`config.mk`:
```
export PLATFORM = sky130hd
export DESIGN_NAME = gun_controller
export DESIGN_NICKNAME = d
export VERILOG_FILES = /design/src/rtl/duck_pkg.sv /design/src/rtl/trigger_debounce.sv /design/src/rtl/gun_controller.sv
export SDC_FILE = /design/constraint.sdc
export NUM_CORES = 1
export LEC_CHECK = 0
export CAP_MARGIN = 0
export CORE_ASPECT_RATIO = 0.75
export CORE_MARGIN = 5
export CORE_UTILIZATION = 30
export DETAILED_ROUTE_END_ITERATION = 8
export PLACE_DENSITY = 0.55
export SLEW_MARGIN = 20
export SYNTH_ARGS = -nofsm -noshare
export SYNTH_HDL_FRONTEND = slang
export SYNTH_SLANG_ARGS = --single-unit
```
`constraint.sdc`:
```
create_clock -name clk -period 1.9 [get_ports clk]
set_clock_uncertainty 0.05 [all_clocks]
set_input_delay 0.19 -clock clk [delete_from_list [all_inputs] [get_ports clk]]
set_output_delay 0.19 -clock clk [all_outputs]
set_load 0.01 [all_outputs]
```
`src/rtl/duck_pkg.sv`:
```
// Shared types for the Duck Hunt light-gun path: pattern-generator flash
// modes, gun controller states and the lit-sample counter width.
package duck_pkg;

    typedef enum logic [1:0] {
        NORMAL = 2'd0,
        BLACK  = 2'd1,
        TARGET = 2'd2
    } flash_mode_t;

    typedef enum logic [2:0] {
        IDLE  = 3'd0,
        ARM   = 3'd1,
        DARK  = 3'd2,
        LIT   = 3'd3,
        JUDGE = 3'd4
    } gun_state_t;

    localparam int LIT_CNT_W = 8;

    // Pattern the display must show while the controller sits in a state.
    function automatic flash_mode_t flash_of(input gun_state_t s);
        case (s)
            DARK:    return BLACK;
            LIT:     return TARGET;
            default: return NORMAL;
        endcase
    endfunction

endpackage

```
`src/rtl/trigger_debounce.sv`:
```
// Trigger conditioning: 2-flop synchronizer followed by a stable-count filter.
// The debounced level only follows the synced input after it has disagreed
// with the current level for DEBOUNCE_CYCLES consecutive cycles.
module trigger_debounce #(
    parameter int DEBOUNCE_CYCLES = 250000
) (
    input  logic clk,
    input  logic reset,
    input  logic trig_i,
    output logic level_o
);

    localparam int CNT_W = (DEBOUNCE_CYCLES > 1) ? $clog2(DEBOUNCE_CYCLES) : 1;
    localparam logic [CNT_W-1:0] CNT_LAST = CNT_W'(DEBOUNCE_CYCLES - 1);

    logic             sync1_q, sync2_q, level_q, level_d;
    logic [CNT_W-1:0] cnt_q, cnt_d;

    // Count consecutive disagreeing cycles; accept the new level on the last one.
    always_comb begin
        level_d = level_q;
        cnt_d   = cnt_q;
        if (sync2_q != level_q) begin
            if (cnt_q == CNT_LAST) begin
                level_d = sync2_q;
                cnt_d   = '0;
            end else begin
                cnt_d   = cnt_q + CNT_W'(1);
            end
        end else begin
            cnt_d = '0;
        end
    end

    // Synchronizer flops and filter state.
    always_ff @(posedge clk) begin
        if (reset) begin
            sync1_q <= 1'b0;
            sync2_q <= 1'b0;
            level_q <= 1'b0;
            cnt_q   <= '0;
        end else begin
            sync1_q <= trig_i;
            sync2_q <= sync1_q;
            level_q <= level_d;
            cnt_q   <= cnt_d;
        end
    end

    assign level_o = level_q;

endmodule

```
`src/rtl/gun_controller.sv`:
```
// Light-gun shot sequencer: on a debounced trigger press it drives one black
// frame and one target frame through flash_mode, samples the photodiode and
// pulses hit or miss. Optional macro GUN_DARK_CHECK_EN makes any light seen
// during the black frame force a miss (rejects aiming at a lamp).
module gun_controller
    import duck_pkg::*;
#(
    parameter int DEBOUNCE_CYCLES = 250000,
    parameter int HIT_THRESHOLD   = 16,
    parameter int SHOTS           = 3
) (
    input  logic       clk,
    input  logic       reset,
    input  logic       frame_start,
    input  logic       valid,
    input  logic       trigger,
    input  logic       detect,
    input  logic       round_start,
    output logic [1:0] flash_mode,
    output logic       hit,
    output logic       miss,
    output logic [1:0] shots_left,
    output logic       busy
);

    localparam logic [LIT_CNT_W-1:0] HIT_THR    = LIT_CNT_W'(HIT_THRESHOLD);
    localparam logic [1:0]           SHOTS_INIT = 2'(SHOTS);

    gun_state_t           state_q, state_d;
    logic [LIT_CNT_W-1:0] lit_count_q, lit_count_d;
    logic [1:0]           shots_q, shots_d;
    logic                 hit_q, hit_d, miss_q, miss_d;
    flash_mode_t          flash_q;
    logic                 busy_q;
    logic                 det_s1_q, det_s2_q;
    logic                 trig_level_s, trig_prev_q, press_s, hit_ok_s;
`ifdef GUN_DARK_CHECK_EN
    logic                 dark_seen_q, dark_seen_d;
`endif

    trigger_debounce #(.DEBOUNCE_CYCLES(DEBOUNCE_CYCLES)) u_trig (
        .clk     (clk),
        .reset   (reset),
        .trig_i  (trigger),
        .level_o (trig_level_s)
    );

    // Only the rising edge of the debounced level starts a shot.
    assign press_s = trig_level_s & ~trig_prev_q;

`ifdef GUN_DARK_CHECK_EN
    assign hit_ok_s = (lit_count_q >= HIT_THR) && !dark_seen_q;
`else
    assign hit_ok_s = (lit_count_q >= HIT_THR);
`endif

    // Next-state, sample counters, scoring and shot bookkeeping.
    always_comb begin
        state_d     = state_q;
        lit_count_d = lit_count_q;
        shots_d     = shots_q;
        hit_d       = 1'b0;
        miss_d      = 1'b0;
`ifdef GUN_DARK_CHECK_EN
        dark_seen_d = dark_seen_q;
`endif
        if (round_start) begin
            state_d     = IDLE;
            shots_d     = SHOTS_INIT;
            lit_count_d = '0;
`ifdef GUN_DARK_CHECK_EN
            dark_seen_d = 1'b0;
`endif
        end else begin
            case (state_q)
                IDLE: begin
                    if (press_s && (shots_q != 2'd0)) begin
                        state_d = ARM;
                    end else begin
                        state_d = IDLE;
                    end
                end
                ARM: begin
                    if (frame_start) begin
                        state_d     = DARK;
                        lit_count_d = '0;
`ifdef GUN_DARK_CHECK_EN
                        dark_seen_d = 1'b0;
`endif
                    end else begin
                        state_d = ARM;
                    end
                end
                DARK: begin
`ifdef GUN_DARK_CHECK_EN
                    if (valid && det_s2_q) begin
                        dark_seen_d = 1'b1;
                    end else begin
                        dark_seen_d = dark_seen_q;
                    end
`endif
                    if (frame_start) begin
                        state_d = LIT;
                    end else begin
                        state_d = DARK;
                    end
                end
                LIT: begin
                    if (valid && det_s2_q && (lit_count_q != {LIT_CNT_W{1'b1}})) begin
                        lit_count_d = lit_count_q + LIT_CNT_W'(1);
                    end else begin
                        lit_count_d = lit_count_q;
                    end
                    if (frame_start) begin
                        state_d = JUDGE;
                        hit_d   = hit_ok_s;
                        miss_d  = !hit_ok_s;
                        if (shots_q != 2'd0) begin
                            shots_d = shots_q - 2'd1;
                        end else begin
                            shots_d = 2'd0;
                        end
                    end else begin
                        state_d = LIT;
                    end
                end
                JUDGE:   state_d = IDLE;
                default: state_d = IDLE;
            endcase
        end
    end

    // State, counters, synchronizer and registered outputs.
    always_ff @(posedge clk) begin
        if (reset) begin
            state_q     <= IDLE;
            lit_count_q <= '0;
            shots_q     <= SHOTS_INIT;
            hit_q       <= 1'b0;
            miss_q      <= 1'b0;
            flash_q     <= NORMAL;
            busy_q      <= 1'b0;
            det_s1_q    <= 1'b0;
            det_s2_q    <= 1'b0;
            trig_prev_q <= 1'b0;
`ifdef GUN_DARK_CHECK_EN
            dark_seen_q <= 1'b0;
`endif
        end else begin
            state_q     <= state_d;
            lit_count_q <= lit_count_d;
            shots_q     <= shots_d;
            hit_q       <= hit_d;
            miss_q      <= miss_d;
            flash_q     <= flash_of(state_d);
            busy_q      <= (state_d != IDLE);
            det_s1_q    <= detect;
            det_s2_q    <= det_s1_q;
            trig_prev_q <= trig_level_s;
`ifdef GUN_DARK_CHECK_EN
            dark_seen_q <= dark_seen_d;
`endif
        end
    end

    assign flash_mode = flash_q;
    assign hit        = hit_q;
    assign miss       = miss_q;
    assign shots_left = shots_q;
    assign busy       = busy_q;

endmodule

```
# After elaboration in Yosys (flattened, before gate mapping)
# Cells that the tools add are included.
# word_totals
elab_cells,58
register_bits,42
in_bits,7
# op_classes
add_sub_neg,3
n_eq_ne,10
n_reduce_logical,14
n_mux,11
n_lt_le_gt_ge,1
bitwise_logic,5
# op_table
cell,count
$add A18 B1 Y18 const B,1
$eq A18 B18 Y1 const B,1
$mux W8,2
$pmux W8 S2,1
$eq A3 B2 Y1 const B,4
$pmux W3 S4,1
$add A8 B1 Y8 const B,1
$ge A8 B5 Y1 const B,1
$ne A8 B8 Y1 const B,1
$mux W3,2
$mux W2,2
$ne A2 B2 Y1 const B,2
$not A1 Y1,4
$pmux W2 S2,1
$reduce_and A2 Y1,2
$reduce_bool A2 Y1,2
$reduce_or A4 Y1,1
$eq A3 B1 Y1 const B,1
$logic_and A1 B1 Y1,3
$logic_not A3 Y1,1
$reduce_and A3 Y1,1
$reduce_bool A3 Y1,1
$reduce_or A3 Y1,1
$mux W1,2
other kinds (5),5

# Longest topological paths before layout
# Gate-level depths: netlist of run 1.
# logic_depth
ltp_word,8
ltp_mapped,6
ltp_nobuf,5

# Cells and area by module
# A second synthesis of run 1 with hierarchy kept.
# hier_totals
hier_cells,205
area_unflattened_um2,1825.5
# modules_own_cells
module,cells_each,n_inst,area_per_inst_um2
trigger_debounce,104,1,913.4
gun_controller,101,1,912.1

# Worst setup path after synthesis of run 1
# No wires, ideal clock.
# synth_path
path_kind,flip-flop to flip-flop
start,reg u_trig.cnt_q[9]
end,reg u_trig.cnt_q[16]
setup_ps,115
path_stages_with_launch,6
t_arrival_ps,1701
path_slack_ps,34
synth_period_minus_slack_ps,1866
cell_sequence,dfxtp_1 -> or4b_1 -> or3_4 -> o21ai_2 -> buf_6 -> nor2_1
# synth_via
elab_chain_len,2
# synth_lines
item,line_no,rtl
"start, declared",trigger_debounce.sv:17,"logic [CNT_W-1:0] cnt_q, cnt_d;"
"start signal, assigned",trigger_debounce.sv:46,cnt_q <= cnt_d;
"parallel branches: the longest is 2 deep, another holds $add A18 B1 Y18",n/a,
# Several ways; the timed one is not identified.
# A chain may end at the register's enable or synchronous reset.

# Final worst setup path of run 1
# layout_path
start,reg u_trig.cnt_q[9]
end,"reg u_trig.level_q, in the netlist u_trig.level_o"
# layout_via
elab_chain_len,2
# layout_lines
item,line_no,rtl
$eq A18 B18 Y1,trigger_debounce.sv:24,if (cnt_q == CNT_LAST) begin
$reduce_and A2 Y1 (no source line),n/a,
"end signal, assigned",trigger_debounce.sv:45,level_q <= level_d;
"end, declared",trigger_debounce.sv:16,"logic sync1_q, sync2_q, level_q, level_d;"
# No other way between the ends.

==> results.txt, run 1 <==
Run status = finished clean
Vias per Instance = 4.70
Largest net degree at the start of global routing = 19
WP data required = 2.09 ns
Synth cell types = 39
Total global routing track utilization = 0.105
CP arrival = 2.06 ns
Routed WL = 3700 um
Ratio of cells with drive above 1 in the final layout = 0.164
Layout Nets = 253
R2r setup slk = 0.03 ns
Initial antenna violation count = 0
Syn avg cell area = 8.79 um^2
Hold-fix buffers, CTS = 0
Mapped cell area = 0.00182 mm^2
Diode count = 0
Placed Instances = 314
Post-CTS sizing = 0
Setup-failing EPs final = 0
Crit start category = flop
Slew Limit Fails = 0
Worst vdd ir = 0.000240 V
Core region area = 0.00586 mm^2
Iter 0 DRT Violations = 90
Cells after synthesis = 207
Sink Count = 42
Final non-filler cell total = 322
First-pass GRT wire length = 6560 um
Post-synthesis sequential area ratio = 0.462
Cell Pwr Density = 674 mW/mm^2
Mapped Nets = 217
Die height = 77.5 um
Max Cap Viol = 0
Leakage Power = 0.000744 uW
Row count = 24
Area grow syn2layout = 26.3%
Die width = 100 um
Clock H-tree levels = 2
GP Congestion = 0.820
Slew headroom = 0.748
Overflow left after global routing = 0
Die area = 0.00774 mm^2
Drt first pass iters = 4
Final Util = 0.393
RSZ-0062 raised after global routing = false
TritonCTS clock tree = yes
Most common cell after layout, fill and taps aside = dfxtp_1
Fmax = 0.535 GHz
Least-Margin Pin Slew = 0.378 ns
# Post-CTS Setup Buffers = 0
DR vias = 1512
Initial Util = 0.311
Clk root buf = clkbuf_8
Worst hold margin = 0.389 ns
Synth Register Bits = 42
Clk slew on worst S/H paths = 0.08 ns
Final Hold Fails = 0
Crit-path max FO = 3
Residual DRC count = 0
YS warnings = 0
Avg WL per Cell = 11.5 um
FILL cells = 633
Worst hold path class = in -> reg
Worst Path Class, Setup = reg -> reg
Input/output buffers = 13
Clock Latency Late Sink = 0.30 ns
I/O Pins = 14
Most frequent cells in the layout = 42 x dfxtp_1, 25 x nor2_1, 20 x buf_4, 16 x nand2_1, 15 x xnor2_1
Period utilization = 0.983
Antenna Nets Post-Route = 0
DP HPWL = 2780 um
Vias in the first global route = 1350
Clock Path Buffers = 2
Setup TNS = 0 ns
Inserted Clock Buffers = 5
Fin crit period = 1.87 ns
Crit path capture type = flop
==> worst max-delay path: stages, from the launching register on <==
cell and delay (ns):
dfxtp_1 0.32, or4b_1 0.51, or3_4 0.40, or4b_1 0.46, nand2_1 0.07
==> power breakdown <==
part | internal [uW] | total [uW] | switching, uW
clock network | 299 | 617 | 318
logic | 26.2 | 47.4 | 21.2
registers | 884 | 886 | 1.88
total | 1210 | 1550 | 341
==> stage by stage <==
step	cell area [um^2]	worst slack, ns	power [uW]
after floorplan	1820	0.0343	925
after global placement	2190	0.0625	954
after detailed placement	2190	0.0393	954
after CTS	2290	0.0276	1570
after global routing	2300	0.00439	1630
final	2300	0.0316	1550
==> cell type report <==
class                   count  area, um^2  area share
multi-input cells         152         931       0.405
clock inverters             2        16.3     0.00708
well taps                  78        97.6      0.0425
clock buffers               6        82.6      0.0359
inverters                   8        30.0      0.0131
flip-flops and latches     42         841       0.366
repair buffers             34         300       0.131
==> routing by layer <==
layer  routed length (um)  up-vias  track usage
li1                     -      807            -
met1                 2110      689        0.161
met2                 1440       11        0.138
met3                  111        5       0.0323
met4                   40        0       0.0327
met5                    0        -            0
==> state kept, by name, indices dropped and copies added, names as in the netlist, 2 cells and up <==
register and flops:
u_trig.cnt_q 18, lit_count_q 8, shots_left 2, flash_mode 2, state_q 3
==> cell families after synthesis <==
logic type / after synthesis / share of synthesized area
AND/OR/NAND/NOR: 105 / 0.313
XOR/XNOR: 17 / 0.0818
buffers and inverters: 13 / 0.0316
flip-flops: 42 / 0.462
adder cells (fa/ha/maj): 3 / 0.0206
AO/OA/AOI/OAI: 27 / 0.0914
==> cell usage after synthesis, drive strengths merged <==
cell type / instances / area, um^2
xnor2: 15 / 131
xor2: 2 / 17.5
clkbuf: 3 / 11.3
nor4: 6 / 37.5
or3: 6 / 42.5
nor4b: 1 / 8.76
or2: 4 / 25.0
or4b: 4 / 40.0
a21o: 1 / 7.51
nand4b: 1 / 8.76
and3: 5 / 31.3
nand2: 16 / 60.1
o211ai: 1 / 7.51
a21oi: 6 / 30.0
and2: 1 / 6.26
inv: 8 / 30.0
nand2b: 2 / 12.5
ha: 3 / 37.5
nor2: 25 / 93.8
nand3b: 1 / 7.51
nand3: 11 / 55.1
o2111ai: 1 / 8.76
a31oi: 10 / 62.6
nor2b: 6 / 37.5
nor3b: 1 / 7.51
o31ai: 1 / 7.51
nor3: 8 / 40.0
or4: 2 / 15.0
a41oi: 1 / 8.76
buf: 2 / 16.3
o21ai: 6 / 33.8
and4: 1 / 8.76
nand4: 4 / 31.3
dfxtp: 42 / 841
==> final timing paths <==
path | from | endpoint | cells after the start
worst max-delay path | u_trig.cnt_q[9] | u_trig.level_o | 4
worst min-delay path | trigger | u_trig.sync1_q | 2
worst max register to register | u_trig.cnt_q[9] | u_trig.level_o | 4
worst min register to register | u_trig.sync1_q | u_trig.sync2_q | 1
(Power assumes the default switching activity.)
==> run 2: changes to the inputs <==
GPL_ROUTABILITY_DRIVEN = 1   (was default)
==> results of run 2 <==
Same layout as run 1: the final DEF is identical, and so are final timing and power.
==> patch (settings of run 2) <==
Encoding of `gun_state_t`: now one-hot (5 bits for 5 states).
--- a/src/rtl/duck_pkg.sv
+++ b/src/rtl/duck_pkg.sv
@@ -8,12 +8,12 @@
         TARGET = 2'd2
     } flash_mode_t;
 
-    typedef enum logic [2:0] {
-        IDLE  = 3'd0,
-        ARM   = 3'd1,
-        DARK  = 3'd2,
-        LIT   = 3'd3,
-        JUDGE = 3'd4
+    typedef enum logic [4:0] {
+        IDLE  = 5'b00001,
+        ARM   = 5'b00010,
+        DARK  = 5'b00100,
+        LIT   = 5'b01000,
+        JUDGE = 5'b10000
     } gun_state_t;
 
     localparam int LIT_CNT_W = 8;
Function: same outputs for any inputs over 10 cycles, from zero or initial values and one cycle with reset high; not proved beyond that.
==> patch against run 2 <==
- sequential cell count is 2 higher
- final area is 3.8% higher
- core utilization is 1.5 points lower
- synthesized area is 7.4% higher
- fmax is 2.2% higher
- critical path depth is 1 higher
- die area is 6.5% higher
- total power is 2.4% higher
- combinational power is 12% higher
- global-route usage is 0.84 points higher
- critical endpoint unchanged
- setup slack better by 40 ps
- largest cell class unchanged
- wire length is 12% higher
==> patch: results (changes against run 2) <==
run status=complete, no violations (unchanged); Reg2Reg Depth=5 (was 4); Tot GR Track Use=11.4% (was 10.5%); Max stage delay on crit path=550 ps (was 510 ps); DRT iter0 DRCs=59 (was 90); synth cell count leaders=44 x dfxtp_1, 21 x nor2_1, 13 x nand2_1 (was 42 x dfxtp_1, 25 x nor2_1, 16 x nand2_1); global-route wire length before repair=7330 um (was 6560 um); share of layout cells above drive strength 1=13.8% (was 16.4%); Worst Setup Slack post-DPL=65.7 ps (was 39.3 ps); fin crit share=96.2% (was 98.3%); Hold Crit Class=reg -> reg (was in -> reg); Netlist cell types=49 (was 39); H-tree depth=2 (unchanged); largest net degree at the start of global routing=18 (was 19); synth warn=0 (unchanged); average cell area after synthesis=9.05 um2 (was 8.79 um2); Buffers on Ports=13 (unchanged); Fillers=648 (was 633); Synth area leaders=dfxtp_1 45%, xor2_1 4.5%, nor2_1 4.0% (was dfxtp_1 46%, xnor2_1 7.2%, nor2_1 5.2%); post-synthesis net count=226 (was 217); Critical path origin=u_trig.cnt_q[0] (was u_trig.cnt_q[9]); Routability Congestion=0.808 (was 0.820); WL/cell=12.6 um (was 11.5 um); Peak supply drop=0.000398 V (was 0.000240 V); arrival time worst endpoint=2020 ps (was 2060 ps); Reg clk slew, reported paths=80 ps (about the same); critical path peak fanout=4 (was 3); Leak=0.000827 uW (was 0.000744 uW); Vias=1626 (was 1512); DP Area=2280 um2 (was 2190 um2); Final HPWL DP=2990 um (was 2780 um); r2r setup slk=70 ps (was 30 ps); headroom to the max-slew limit=72.0% (was 74.8%); Regs by FF count=u_trig.cnt_q (18), lit_count_q (8), state_q (5) (was u_trig.cnt_q (18), lit_count_q (8), state_q (3)); Placed Cells=319 (was 314); vias in the first global route=1550 (was 1350); Layout Cells excl Fill=327 (was 322); Layout Nets=255 (was 253); Seq/Total Area, Yosys=45.1% (was 46.2%); CP max stage cell=or4_4 (was or4b_1)
patch: cell count changes after synthesis, moves of 4 or more:
| cell | before | now |
|---|---|---|
| a31oi_1 | 10 | 5 |
| xnor2_1 | 15 | 4 |
| nand4_1 | 3 | 8 |
| xor2_1 | 2 | 10 |
| nor2_1 | 25 | 21 |
| and4_1 | 1 | 5 |
patch: worst min path at each step:
stage	startpoint	cells past startpoint	slack, ps	to
final	u_trig.cnt_q[0]	1	390	u_trig.cnt_q[0]
after global routing	detect	2	380	det_s1_q
after CTS	trigger	2	380	u_trig.sync1_q
after detailed placement	u_trig.sync1_q	1	370	u_trig.sync2_q
after global placement	det_s1_q	1	370	det_s2_q
after floorplan	detect	1	270	det_s1_q
patch: layout make-up:
type | count | area share [%]
multi-input combinational | 157 | 42.8
inverter | 9 | 1.42
tap | 81 | 4.25
timing repair buffer | 28 | 10.7
clock buffer | 8 | 3.78
sequential | 44 | 37.1
patch: metrics by stage:
step	power [uW]	hold slack (ps)	util (%)
detailed placement	1010	373	36.1
finish	1590	387	37.8
floorplan	976	268	-
global placement	1010	369	36.1
CTS	1620	380	37.5
global route	1640	382	37.8
patch: report_power, final:
group          switching (uW)  internal (uW)
Combinational            25.6           27.5
Sequential               3.06            927
Clock                     307            297
patch: logic make-up (layout without fill, tap and decap cells):
group | after synthesis | count (layout) | synth area share [%]
AO/OA/AOI/OAI | 38 | 38 | 13.4
XOR/XNOR | 14 | 14 | 6.27
adder cells (fa/ha/maj) | 3 | 3 | 1.92
buffers and inverters | 15 | 45 | 3.20
flip-flops | 44 | 44 | 45.1
multiplexers | 1 | 1 | 0.512
AND/OR/NAND/NOR | 101 | 101 | 29.6
patch: what timing repair did:
item / CTS / global route
setup endpoints to repair: 0 / 3
gates resized for setup: 0 / 5
hold endpoints to repair: 0 / 0
patch: layer usage:
| metal | global-route usage (%) | wire length, um | up-vias |
|---|---|---|---|
| met2 | 15.2 | 1680 | 31 |
| li1 | - | - | 841 |
| met3 | 2.62 | 152 | 4 |
| met5 | 0 | 0 | - |
| met1 | 17.0 | 2270 | 750 |
| met4 | 4.66 | 37 | 0 |
patch: worst max-delay path: cells and delay by family (launching register included):
family / cells / cell delay [ps]
fa+ha+maj: 1 / 170
simple gates: 4 / 1210
flops: 1 / 360
